### src/rtl/fpu_cvt_pkg.sv
// fpu_cvt_pkg: shared encodings, constants and stage bundles
// for the FPU float/int convert cluster.
package fpu_cvt_pkg;

    localparam logic [2:0] RM_RNE = 3'b000;
    localparam logic [2:0] RM_RTZ = 3'b001;
    localparam logic [2:0] RM_RDN = 3'b010;
    localparam logic [2:0] RM_RUP = 3'b011;
    localparam logic [2:0] RM_RMM = 3'b100;
    localparam logic [2:0] RM_DYN = 3'b111;

    localparam int FF_NV = 4;
    localparam int FF_DZ = 3;
    localparam int FF_OF = 2;
    localparam int FF_UF = 1;
    localparam int FF_NX = 0;

    localparam logic [31:0] INT32_MAX  = 32'h7FFF_FFFF;
    localparam logic [31:0] INT32_MIN  = 32'h8000_0000;
    localparam logic [31:0] UINT32_MAX = 32'hFFFF_FFFF;

    // Decoded operand held in S1; the tag travels beside it
    // because its width is a parameter of the stage.
    typedef struct packed {
        logic        sign;
        logic [7:0]  exp;
        logic [23:0] mant;
        logic        is_nan;
        logic        is_inf;
        logic        is_zero;
        logic [2:0]  rm;
        logic        uns;
    } f2i_s1_t;

endpackage

### src/rtl/fcvt_f2i_round.sv
// fcvt_f2i_round: combinational align, round, saturate and
// fflags generation for single -> 32-bit integer conversion.
module fcvt_f2i_round
    import fpu_cvt_pkg::*;
(
    input  f2i_s1_t     op,
    output logic [31:0] result,
    output logic [4:0]  fflags,
    output logic        illegal
);

    logic [54:0] wide;
    logic [47:0] frac;
    logic [31:0] mag;
    logic [32:0] rmag;
    logic        g, r, s, ovf, inc, in_range, nv;

    // Align the significand: integer part plus guard/round/sticky
    always_comb begin
        wide = '0;
        frac = '0;
        mag  = '0;
        g    = 1'b0;
        r    = 1'b0;
        s    = 1'b0;
        ovf  = 1'b0;
        if (op.exp == 8'd0) begin
            s = !op.is_zero;
        end else if (op.exp < 8'd102) begin
            s = 1'b1;
        end else if (op.exp < 8'd127) begin
            frac = {op.mant, 24'd0} >> 5'(8'd126 - op.exp);
            g    = frac[47];
            r    = frac[46];
            s    = |frac[45:0];
        end else if (op.exp < 8'd159) begin
            wide = {31'd0, op.mant} << 5'(op.exp - 8'd127);
            mag  = wide[54:23];
            g    = wide[22];
            r    = wide[21];
            s    = |wide[20:0];
        end else begin
            ovf = 1'b1;
        end
    end

    // Rounding increment; zero/subnormal inputs always yield 0
    always_comb begin
        inc = 1'b0;
        unique case (op.rm)
            RM_RNE:  inc = g && (r || s || mag[0]);
            RM_RTZ:  inc = 1'b0;
            RM_RDN:  inc = op.sign && (g || r || s);
            RM_RUP:  inc = !op.sign && (g || r || s);
            RM_RMM:  inc = g;
            default: inc = 1'b0;
        endcase
        if (op.exp == 8'd0) inc = 1'b0;
        rmag = {1'b0, mag} + {32'd0, inc};
    end

    // Range check, saturation and exception flags
    always_comb begin
        illegal = op.rm > RM_RMM;
        if (op.uns)
            in_range = (!op.sign && !rmag[32]) || (rmag == 33'd0);
        else if (op.sign)
            in_range = rmag <= 33'h0_8000_0000;
        else
            in_range = rmag <= 33'h0_7FFF_FFFF;
        nv = op.is_nan || op.is_inf || ovf || !in_range;
        fflags = '0;
        if (illegal) begin
            result = '0;
        end else if (nv) begin
            fflags[FF_NV] = 1'b1;
            if (op.is_nan || !op.sign)
                result = op.uns ? UINT32_MAX : INT32_MAX;
            else
                result = op.uns ? 32'd0 : INT32_MIN;
        end else begin
            fflags[FF_NX] = g || r || s;
            result = (!op.uns && op.sign) ? -rmag[31:0] : rmag[31:0];
        end
    end

endmodule

### src/rtl/fcvt_f2i_pipe.sv
// fcvt_f2i_pipe: two-stage FCVT.W.S / FCVT.WU.S execution stage.
// FCVT_F2I_SKID_EN adds an output skid entry and a registered in_ready.
module fcvt_f2i_pipe
    import fpu_cvt_pkg::*;
#(
    parameter int XLEN  = 32,
    parameter int TAG_W = 5
) (
    input  logic             clk,
    input  logic             reset_n,
    input  logic             flush,
    input  logic             in_valid,
    output logic             in_ready,
    input  logic [31:0]      in_op,
    input  logic [2:0]       in_rm,
    input  logic             in_unsigned,
    input  logic [TAG_W-1:0] in_tag,
    input  logic [2:0]       frm_csr,
    output logic             out_valid,
    input  logic             out_ready,
    output logic [XLEN-1:0]  out_result,
    output logic [4:0]       out_fflags,
    output logic             out_illegal,
    output logic [TAG_W-1:0] out_tag
);

    logic             live;
    logic             s1_valid;
    logic             s1_adv;
    logic [TAG_W-1:0] s1_tag;
    f2i_s1_t          s1_d;
    f2i_s1_t          s1_q;
    logic [31:0]      r_result;
    logic [4:0]       r_fflags;
    logic             r_illegal;

    // Decode the operand and resolve the dynamic rounding mode
    always_comb begin
        s1_d         = '0;
        s1_d.sign    = in_op[31];
        s1_d.exp     = in_op[30:23];
        s1_d.mant    = {|in_op[30:23], in_op[22:0]};
        s1_d.is_nan  = (&in_op[30:23]) && (|in_op[22:0]);
        s1_d.is_inf  = (&in_op[30:23]) && !(|in_op[22:0]);
        s1_d.is_zero = !(|in_op[30:0]);
        s1_d.rm      = (in_rm == RM_DYN) ? frm_csr : in_rm;
        s1_d.uns     = in_unsigned;
    end

    // S1: capture accepted operands; ready comes up a cycle after reset
    always_ff @(posedge clk or negedge reset_n) begin
        if (!reset_n) begin
            live     <= 1'b0;
            s1_valid <= 1'b0;
            s1_q     <= '0;
            s1_tag   <= '0;
        end else begin
            live <= 1'b1;
            if (flush)
                s1_valid <= 1'b0;
            else if (in_ready)
                s1_valid <= in_valid;
            if (in_valid && in_ready) begin
                s1_q   <= s1_d;
                s1_tag <= in_tag;
            end
        end
    end

    fcvt_f2i_round u_round (
        .op      (s1_q),
        .result  (r_result),
        .fflags  (r_fflags),
        .illegal (r_illegal)
    );

`ifdef FCVT_F2I_SKID_EN
    logic             skid_valid;
    logic [XLEN-1:0]  skid_result;
    logic [4:0]       skid_fflags;
    logic             skid_illegal;
    logic [TAG_W-1:0] skid_tag;
    logic             push;
    logic             pop;

    assign s1_adv   = !skid_valid;
    assign in_ready = live && (!s1_valid || !skid_valid);
    assign push     = s1_valid && s1_adv;
    assign pop      = out_valid && out_ready;

    // Output queue: S2 registers are the head, the skid entry the tail
    always_ff @(posedge clk or negedge reset_n) begin
        if (!reset_n) begin
            out_valid    <= 1'b0;
            out_result   <= '0;
            out_fflags   <= '0;
            out_illegal  <= 1'b0;
            out_tag      <= '0;
            skid_valid   <= 1'b0;
            skid_result  <= '0;
            skid_fflags  <= '0;
            skid_illegal <= 1'b0;
            skid_tag     <= '0;
        end else if (flush) begin
            out_valid  <= 1'b0;
            skid_valid <= 1'b0;
        end else if (push && (pop || !out_valid)) begin
            out_valid   <= 1'b1;
            out_result  <= r_result;
            out_fflags  <= r_fflags;
            out_illegal <= r_illegal;
            out_tag     <= s1_tag;
        end else if (push) begin
            skid_valid   <= 1'b1;
            skid_result  <= r_result;
            skid_fflags  <= r_fflags;
            skid_illegal <= r_illegal;
            skid_tag     <= s1_tag;
        end else if (pop) begin
            out_valid  <= skid_valid;
            skid_valid <= 1'b0;
            if (skid_valid) begin
                out_result  <= skid_result;
                out_fflags  <= skid_fflags;
                out_illegal <= skid_illegal;
                out_tag     <= skid_tag;
            end
        end
    end
`else
    assign s1_adv   = !out_valid || out_ready;
    assign in_ready = live && (!s1_valid || s1_adv);

    // S2: register the rounded result until writeback takes it
    always_ff @(posedge clk or negedge reset_n) begin
        if (!reset_n) begin
            out_valid   <= 1'b0;
            out_result  <= '0;
            out_fflags  <= '0;
            out_illegal <= 1'b0;
            out_tag     <= '0;
        end else if (flush) begin
            out_valid <= 1'b0;
        end else if (s1_adv) begin
            out_valid <= s1_valid;
            if (s1_valid) begin
                out_result  <= r_result;
                out_fflags  <= r_fflags;
                out_illegal <= r_illegal;
                out_tag     <= s1_tag;
            end
        end
    end
`endif

endmodule

### config.mk
export PLATFORM = sky130hd
export DESIGN_NAME = fcvt_f2i_pipe
export DESIGN_NICKNAME = d
export VERILOG_FILES = /design/src/rtl/fpu_cvt_pkg.sv /design/src/rtl/fcvt_f2i_round.sv /design/src/rtl/fcvt_f2i_pipe.sv
export SDC_FILE = /design/constraint.sdc
export NUM_CORES = 1
export LEC_CHECK = 0
export CAP_MARGIN = 20
export CORE_AREA = 2 2 153 185
export DETAILED_ROUTE_END_ITERATION = 8
export DIE_AREA = 0 0 155 187
export PLACE_DENSITY = 0.48
export SLEW_MARGIN = 20
export SYNTH_ARGS = -nofsm -noshare
export SYNTH_HDL_FRONTEND = slang
export SYNTH_SLANG_ARGS = --single-unit
export TNS_END_PERCENT = 100
### constraint.sdc
create_clock -name clk -period 7.1 [get_ports clk]
set_input_delay 0.71 -clock clk [delete_from_list [all_inputs] [get_ports clk]]
set_output_delay 0.71 -clock clk [all_outputs]
set_load 0.02 [all_outputs]
Word-level counts from Yosys, hierarchy flattened
Cells that the tools add are included.
- input port bits: 49
- bits in registers: 88
- word-level logic and storage cells: 113
- output and inout port bits: 45
- muxes and demuxes: 39
- reductions and logical operators: 41
- equality and inequality tests: 4
- shifts and indexed selects: 2
- magnitude comparators: 6
- $add $sub $neg: 4
- bitwise logic cells: 1
- operator list (operator ; count):
    2-to-1 mux 32 bit ; 10
    << shifter 24 x 5 -> 55 bit ; 1
    right shift 48 x 5 -> 48 bit ; 1
    OR reduction 46 bit ; 1
    adder 32 x 1 -> 33 bit ; 1
    <= comparator 33 x 31 -> 1 bit, second input constant ; 1
    <= comparator 33 x 32 -> 1 bit, second input constant ; 1
    logical NOT 33 bit ; 1
    negation 32 bit ; 1
    OR reduction 31 bit ; 1
    2-to-1 mux 1 bit ; 27
    OR reduction 23 bit ; 1
    OR reduction 21 bit ; 1
    less-than comparator 8 x 7 -> 1 bit, second input constant ; 2
    logical OR 1 bit ; 11
    logical AND 1 bit ; 9
    logical NOT 1 bit ; 9
    logical NOT 8 bit ; 1
    less-than comparator 8 bit, second input constant ; 1
    AND reduction 8 bit ; 1
    OR reduction 8 bit ; 1
    == test 3 x 2 -> 1 bit, second input constant ; 2
    == test 3 bit, second input constant ; 2
    subtractor 5 bit, first input constant ; 1
    other kinds (8) ; 9

Logic depth before layout (Yosys ltp)
Gate-level depths: netlist (run 1).
- depth after elaboration: 21
- depth in mapped cells: 36
- mapped depth without buffers: 27

By module
A second synthesis (run 1) with hierarchy kept.
- cells, all modules: 874
- area, all modules: 8164.1 µm²
- modules (own cells, without submodules) (module ; instances ; cells an instance ; area an instance (µm²) ; seq. area each (µm²)):
    fcvt_f2i_round ; 1 ; 649 ; 4635.7 ; 0.0
    fcvt_f2i_pipe ; 1 ; 225 ; 3528.4 ; 2277.2

Worst setup path after synthesis (run 1)
Ideal clock, no wire load.
- path type: flip-flop to flip-flop
- start: register s1_q[31] in the netlist's numbering
- end: register out_result[21]
- data required time: 6974 ps
- clock period less this slack: 7766 ps
- path buffers: 7
- stages on the path, launching flop included: 34
- arrival: 7640 ps
- library setup time: 126 ps
- slack: -666 ps
- path through: dfrtp_1 > buf_6 > inv_1 > buf_1 > clkbuf_1 > ha_1 > buf_6 > buf_6 > buf_2 > buf_2 > mux2_2 > nand2_1 > o21ai_0 > a222oi_1 > o22a_1 > nand4_1 > or4_1 > o21ai_0 > o211ai_1 > o21ai_0 > o21ai_0 > and3_1 > ha_1 > ha_1 > and3_1 > a32o_1 > and3b_1 > xor2_1 > a211o_1 > nor3_1 > and3b_1 > a21oi_1 > xor2_1 > a221o_1
- longest elaborated chain between the ends: 21
- elaborated cells on any way between the ends: 55
- those cells by class: add/sub (4); order compare (5); shift (2); mux (27); reduce/logical (17)
- RTL lines (item ; RTL line ; source):
    start, declared ; fcvt_f2i_pipe.sv:32 ; f2i_s1_t s1_q;
    start signal, assigned ; fcvt_f2i_pipe.sv:55 ; s1_q <= '0;
    start signal, assigned ; fcvt_f2i_pipe.sv:64 ; s1_q <= s1_d;
    branches (longest 19 deep; another with subtractor 5 bit) ; - ;
    2-to-1 mux 32 bit * ; fcvt_f2i_round.sv:75 ; end else if (nv) begin
    2-to-1 mux 32 bit * ; fcvt_f2i_round.sv:73 ; if (illegal) begin
    end signal, assigned ; fcvt_f2i_pipe.sv:147 ; out_result <= r_result;
    end, declared ; fcvt_f2i_pipe.sv:21 ; output logic [XLEN-1:0] out_result,
Every way passes the cells marked *.
A chain may end at the register's enable or synchronous reset.

Worst setup path after layout (run 1)
- start: register s1_q[31] in the netlist's numbering
- end: register out_result[20]
Same word-level chain as after synthesis.

==> results of run 1 <==
[worst max-delay path: cells and delay by family, from the launching register on]
| kind | cells | cell delay, ns |
|---|---|---|
| and+or+nand+nor | 8 | 1.59 |
| DFF | 1 | 0.40 |
| AOI/OAI and AO/OA | 9 | 1.62 |
| xor gates and xnor gates | 2 | 0.34 |
| muxes | 3 | 1.22 |
| buffers and inverters | 5 | 0.76 |
| adders and majority gates | 3 | 0.71 |
[logic make-up after synthesis]
| family | Yosys count |
|---|---|
| and+or+nand+nor | 346 |
| AOI/OAI and AO/OA | 216 |
| other | 2 |
| DFF | 88 |
| xor gates and xnor gates | 55 |
| adders and majority gates | 6 |
| buffers and inverters | 84 |
| muxes | 122 |
[area by class of cell]
type | count | area (µm²)
repair buffers | 197 | 1810
well taps | 345 | 432
clock buffers | 9 | 225
clock inverters | 7 | 72.6
flip-flops and latches | 88 | 2200
multi-input cells | 749 | 5630
inverters | 18 | 67.6
fillers | 2832 | 17000
[stage by stage]
step           hold slack (ns)  instances  worst slack [ns]
6_report                 0.247       1413             0.335
5_1_grt                  0.275       1413           0.00457
4_1_cts                  0.249       1407            0.0573
3_5_place_dp             0.448       1391            -0.286
3_3_place_gp             0.443       1390            -0.303
2_1_floorplan            0.414        921           0.00181
[path summary, 6_finish.rpt]
check / end / startpoint / depth (start not counted) / slack, ns
max in group asynchronous: s1_q[20] / reset_n / 2 / 5.69
worst min register to register: out_tag[2] / s1_tag[2] / 2 / 0.47
worst min-delay path: out_result[20] / reset_n / 1 / 0.25
min in group clk: out_tag[2] / s1_tag[2] / 2 / 0.47
worst max-delay path: out_result[20] / s1_q[31] / 30 / 0.33
worst max register to register: out_result[20] / s1_q[31] / 30 / 0.33
[registers in the layout, summed over array words and instances (netlist names)]
signal / count
live: 1
out_valid: 1
out_illegal: 1
out_fflags: 2
s1_tag: 5
s1_q: 40
out_result: 32
s1_valid: 1
out_tag: 5
[timing repair]
item,in CTS,in global routing
resized for setup,5,32
hold buffers,0,0
gates cloned,0,1
buffers inserted,0,5
setup endpoints to repair,32,34
pin swaps,0,5
[per-layer routing]
metal  up-vias  GRT usage [%]
li1       3754              -
met1      3820           25.4
met2       236           33.4
met3        52           2.20
met4         0           8.90
met5         -              0
[cell usage after synthesis, types with 5 or more instances]
library cell / count / area, µm²
nor2_1: 73 / 274
mux2i_1: 50 / 500
nor4_1: 20 / 125
a211oi_1: 9 / 67.6
a21o_1: 5 / 37.5
nand2_1: 109 / 409
inv_1: 18 / 67.6
and3_1: 11 / 68.8
buf_1: 8 / 30.0
nand4_1: 11 / 68.8
o21ai_1: 6 / 30.0
o31ai_1: 5 / 37.5
mux4_2: 13 / 293
nand3_1: 26 / 130
and2_1: 7 / 43.8
clkbuf_1: 25 / 93.8
o211ai_1: 16 / 120
buf_2: 19 / 95.1
a21oi_1: 30 / 150
and4_1: 6 / 52.6
xor2_1: 16 / 140
a41oi_1: 5 / 43.8
a221o_1: 15 / 150
a31oi_1: 18 / 113
xnor2_1: 38 / 333
dfrtp_1: 88 / 2200
mux2_2: 54 / 608
nor3_1: 40 / 200
o21ai_0: 37 / 185
nor2b_1: 5 / 31.3
nand2b_1: 7 / 43.8
buf_6: 7 / 78.8
buf_4: 6 / 45.0
ha_1: 6 / 75.1
[where the power goes]
group	internal, µW	total (µW)	switching, µW
Combinational	1060	2380	1320
Clock	249	498	249
Sequential	631	730	98.3
Total	1940	3610	1670
==> metrics.md, run 1 <==
| Metric | Value |
|---|---|
| Status | `finished clean` |
| Largest family of logic cells by synthesized area | `simple AND/OR/NAND/NOR gates` |
| DR iter-0 viols | `578` |
| Mapped Cells | `919` |
| Worst Path Arrival | `7.02 ns` |
| Core Region | `27400 µm²` |
| Main synth FF type | `dfrtp_1` |
| Hold Path Class | `input port to asynchronous set/reset pin` |
| Highest metal layer with signal wires | `met4` |
| DRT antenna net count | `0` |
| Met2 WL post-DR | `14.2 mm` |
| DR WL/cell | `20.5 µm` |
| Routed vias | `7862` |
| Xor/xnor share of the synthesized area | `6.09%` |
| Maximum clock rate | `0.148 GHz` |
| Num rows | `67` |
| IO Port Bufs | `90` |
| Post-Synth Adder-Cell Area | `0.935%` |
| Final instance area | `approximately 10000 µm²` |
| Setup CP Type | `register to register` |
| Clk sinks | `88` |
| Clk slew on worst S/H paths | `0.08 ns` |
| Reported leakage power | `between 0.004 and 0.005 µW` |
| Clk_lat worst skew | `around 0.36 ns` |
| GRT Total Usage | `between 10% and 20%` |
| Antenna violations before repair | `0` |
| First-pass GRT wire length | `roughly 45 mm` |
| WP data required | `7.35 ns` |
| DRT met1 WL | `12.5 mm` |
| Measured slew at the worst slew-check pin | `1.03 ns` |
| Via density | `5.56` |
| Seq cells post-synth | `88` |
| Area after DPL | `9910 µm²` |
| CP Launch Type | `register` |
| Crit path largest cell delay | `0.63 ns` |
| Post-Route WL | `29.0 mm` |
| Vias in the first global route | `7624` |
| Clk buf depth | `2` |
| P&R area growth vs syn | `29.9%` |
| CTS buffer count | `9` |
| Clk_skew | `0.00769 ns` |
| Die Y-Extent | `187 µm` |
| Starting Density | `29.3%` |
| Most frequent cells in the layout | `nand2_1 (108), buf_4 (99), clkdlybuf4s50_1 (89)` |
| Commonest non-fill, non-tap cell in the layout | `nand2_1` |
| Nature of the critical path endpoint | `register` |
| Mux cell area share after synthesis | `18.9%` |
| Die area | `between 20000 and 30000 µm²` |
| Largest net degree at the start of global routing | `66` |
| H-tree levels | `3` |
| Tmin final | `between 6 and 7 ns` |
| Syn Std Cell Area | `roughly 8000 µm²` |
| P per Cell Area | `346 nW/µm²` |
| Synth warn | `0` |
| Post-synthesis compound-gate area fraction | `19.6%` |
| CTS root buf | `clkbuf_16` |
| Post-synth cell types | `88` |
| GP Congestion | `between 0.9 and 1` |
| Grt total ovfl | `0` |
| CTS tree | `done` |
| Max Cap Violations | `0` |
| Final Cycle Share | `95.3%` |
| Final design utilization | `38.1%` |
| Final-report setup violation count | `0` |
| Number of synthesized flops with an enable pin | `0` |
| Die width | `155 µm` |
| Worst rel slew slack | `31.3%` |
| Asr flop ratio synth | `100%` |
| Slowest cell on crit path | `mux4_2` |
| Seq/Total Area, Yosys | `27.4%` |
| DR DRC count | `0` |
| Share of cells above drive strength 1 | `a little under a quarter` |
| Avg Cell Area, Syn | `8.74 µm²` |
| Final hold violations | `0` |
| Top Ports | `between 90 and 100` |
| Setup TNS Final | `0 ns` |
| Final Max Slew Viols | `0` |
| Total Power | `3610 µW` |
| WL met3 | `1.11 mm` |
| # diodes | `0` |
| Crit path max fanout | `15` |
| RSZ-0062 raised after global routing | `no` |
| Fin nets | `~1100` |
| Post-Synth Simple-Gate Area | `21.5%` |
| Post-DP HPWL | `22.7 mm` |
| Drt first pass iters | `5` |
| Worst VDD drop | `~0.12 mV` |
Power figures use the tool's default switching activity.
==> run 2: changes to the inputs <==
Settings changed: GPL_TIMING_DRIVEN set to 0.
==> run 2 against run 1 <==
Net effect:
- core utilization grew 3.5 points
- clock power grew 6.2%
- non-clock buffer count grew 58
- routed wire length grew 10%
- final cell count grew 4.2%
- largest cell class unchanged
- global-route usage grew 2.1 points
- largest power group unchanged
- register-to-register slack lost 0.40 ns
- the run now ends with negative setup slack left
- worst hold slack lost 0.062 ns
- via count grew 6.4%
- power grew 11%
- fmax shrank 5.5%
- cell area grew 9.2%
==> metrics.md, run 2 (same netlist as run 1, synthesis figures left out) <==
| Metric | Value |
|---|---|
| CTS buffer count | `9 (unchanged)` |
| Nature of the critical path endpoint | `register (unchanged)` |
| Area after DPL | `9420 µm² (was 9910 µm²)` |
| Logic gate share of total power | `68.7% (was 66.0%)` |
| First-pass GRT wire length | `49.4 mm (was 45.0 mm)` |
| DR WL/cell | `21.7 µm (was 20.5 µm)` |
| Clk sinks | `88 (unchanged)` |
| P per Cell Area | `352 nW/µm² (was 346 nW/µm²)` |
| CTS Hold Buffers Added | `0 (unchanged)` |
| Most frequent cells in the layout | `nand2_1 (109), buf_4 (107), clkdlybuf4s50_1 (89) (was nand2_1 (108), buf_4 (99), clkdlybuf4s50_1 (89))` |
| Combined flip-flop and latch cell area | `2200 µm² (unchanged)` |
| Largest regs | `s1_q (40), out_result (32) (unchanged)` |
| Worst VDD drop | `0.157 mV (was 0.119 mV)` |
| Post-Route WL | `32.0 mm (was 29.0 mm)` |
| Largest net degree at the start of global routing | `72 (was 66)` |
| Net Sw Frac | `45.9% (was 46.2%)` |
| Total Power | `4020 µW (was 3610 µW)` |
| Num rows | `67 (unchanged)` |
| Reported leakage power | `0.00450 µW (was 0.00417 µW)` |
| DR DRC count | `0 (unchanged)` |
| CTS root buf | `clkbuf_16 (unchanged)` |
| DR iter-0 viols | `675 (was 578)` |
| Hold slack | `0.185 ns (was 0.247 ns)` |
| Final-report setup violation count | `13 (was 0)` |
| Clk_skew | `0.0140 ns (was 0.00769 ns)` |
| Grt total ovfl | `0 (unchanged)` |
| Fin nets | `1177 (was 1118)` |
| P&R area growth vs syn | `41.9% (was 29.9%)` |
| WP data required | `7.34 ns (was 7.35 ns)` |
| Via density | `5.68 (was 5.56)` |
| Core Region | `27400 µm² (unchanged)` |
| IO Port Bufs | `90 (unchanged)` |
| DRT antenna net count | `0 (unchanged)` |
| Fill cells | `2716 (was 2832)` |
| Max Cap Violations | `0 (unchanged)` |
| Final Max Slew Viols | `0 (unchanged)` |
| Final hold violations | `0 (unchanged)` |
| Top Ports | `94 (unchanged)` |
| RSZ-0062 raised after global routing | `yes (was no)` |
| Drt first pass iters | `8 (was 5)` |
| Starting Density | `29.3% (unchanged)` |
| Final Cycle Share | `101% (was 95.3%)` |
| Failing checks | `negative setup slack` |
| Worst Path Arrival | `7.40 ns (was 7.02 ns)` |
| Final instance area | `11400 µm² (was 10400 µm²)` |
| Crit path max fanout | `7 (was 15)` |
| Area of the multi-input gates | `6170 µm² (was 5630 µm²)` |
| Largest register FFs | `40 (unchanged)` |
| Commonest non-fill, non-tap cell in the layout | `nand2_1 (unchanged)` |
| Post-DP HPWL | `23.9 mm (was 22.7 mm)` |
| Share of cells above drive strength 1 | `31.0% (was 22.8%)` |
| Tmin final | `7.16 ns (was 6.77 ns)` |
| Pre-CTS WS | `-1.89 ns (was -0.286 ns)` |
| Clock power share | `13.2% (was 13.8%)` |
| Antenna violations before repair | `0 (unchanged)` |
| CP dominant cell by count | `buf_6` |
| Sw Pwr | `1840 µW (was 1670 µW)` |
| Slowest cell on crit path | `or4bb_4 (was mux4_2)` |
| WL met3 | `1.45 mm (was 1.11 mm)` |
| Flop pwr share | `18.1% (was 20.2%)` |
| Final WS setup | `-0.0614 ns (was 0.335 ns)` |
| Maximum clock rate | `0.140 GHz (was 0.148 GHz)` |
| # diodes | `0 (unchanged)` |
| Die width | `155 µm (unchanged)` |
| Clk slew on worst S/H paths | `0.08 ns (about the same)` |
| Crit path largest cell delay | `0.61 ns (was 0.63 ns)` |
| Status | `finished, violations left (was finished clean)` |
| Clk_lat worst skew | `0.36 ns (about the same)` |
| Clk buf depth | `2 (unchanged)` |
| Worst rel slew slack | `40.0% (was 31.3%)` |
| Met2 WL post-DR | `15.5 mm (was 14.2 mm)` |
| Routed vias | `8363 (was 7862)` |
| Highest metal layer with signal wires | `met4 (unchanged)` |
| Die area | `29000 µm² (unchanged)` |
| Hold Path Class | `input port to asynchronous set/reset pin (unchanged)` |
| CTS tree | `done (unchanged)` |
| H-tree levels | `3 (unchanged)` |
| Final design utilization | `41.6% (was 38.1%)` |
| CP Launch Type | `register (unchanged)` |
| Top reg by flops | `s1_q (unchanged)` |
| Measured slew at the worst slew-check pin | `0.899 ns (was 1.03 ns)` |
| Vias in the first global route | `8401 (was 7624)` |
| P_int | `2170 µW (was 1940 µW)` |
| DRT met1 WL | `13.1 mm (was 12.5 mm)` |
| GP Congestion | `0.953 (was 0.977)` |
| Setup CP Type | `register to register (unchanged)` |
| Die Y-Extent | `187 µm (unchanged)` |
| GRT Total Usage | `21.9% (was 19.8%)` |
==> run 2: cell count changes in the layout (fill, tap and decap cells not counted), moves of 7 or more <==
cell and change:
nor3_1 -9, buf_2 +7, nor3_2 +8, o21ai_2 +7, clkbuf_1 +17, mux2i_2 +8
o21ai_0 -8, buf_4 +8, mux2i_1 -12, buf_6 +11
==> run 2: cell type report <==
cell class	instances	share of cell area [%]
buffer	63	4.06
tap	345	3.79
clock buffer	10	2.10
inverter	18	0.626
multi-input combinational	750	54.2
sequential	88	19.3
clock inverter	6	0.670
timing repair buffer	192	15.3
==> run 2: stage by stage <==
stage / setup TNS [ns] / instances
2_1_floorplan: 0 / 921
3_3_place_gp: -57.28 / 1356
3_5_place_dp: -57.20 / 1357
4_1_cts: -2.98 / 1453
5_1_grt: -6.21 / 1472
6_report: -0.706 / 1472
==> run 2: final timing paths <==
kind	from	endpoint	slack, ns	depth (start not counted)
min in group clk	s1_tag[1]	out_tag[1]	0.46	2
hold reg to reg	s1_tag[1]	out_tag[1]	0.46	2
setup reg to reg	s1_q[31]	out_result[17]	-0.06	33
hold / removal	reset_n	s1_q[18]	0.18	1
setup / recovery	s1_q[31]	out_result[17]	-0.06	33
max in group asynchronous	reset_n	s1_q[21]	6.29	2
==> run 2: critical path, delay by kind of cell, from the launching register on <==
| family | cells | cell delay [ns] |
|---|---|---|
| flip-flops | 1 | 0.37 |
| buffers and inverters | 9 | 1.07 |
| AO/OA/AOI/OAI | 10 | 2.01 |
| adder cells (fa/ha/maj) | 3 | 0.63 |
| multiplexers | 2 | 0.49 |
| AND/OR/NAND/NOR | 9 | 2.44 |
==> run 2: timing repair <==
action / 4_1_cts / 5_1_grt
hold endpoints to repair: 0 / 0
setup endpoints to repair: 34 / 34
buffers inserted: 77 / 21
pin swaps: 26 / 22
resized for setup: 128 / 65
gates cloned: 4 / 1
==> run 2: power groups by stage <==
stage / registers, µW / logic, µW / clock network, µW
floorplan: 834 / 1220 / 0
global placement: 729 / 2050 / 0
detailed placement: 733 / 2050 / 0
CTS: 727 / 2540 / 540
global route: 748 / 2910 / 558
finish: 728 / 2760 / 529
==> run 2: routing by layer <==
metal	vias to the layer above	track usage (%)
met2	352	36.7
met5	-	0
met4	0	13.3
met3	103	2.83
li1	3878	-
met1	4030	26.6
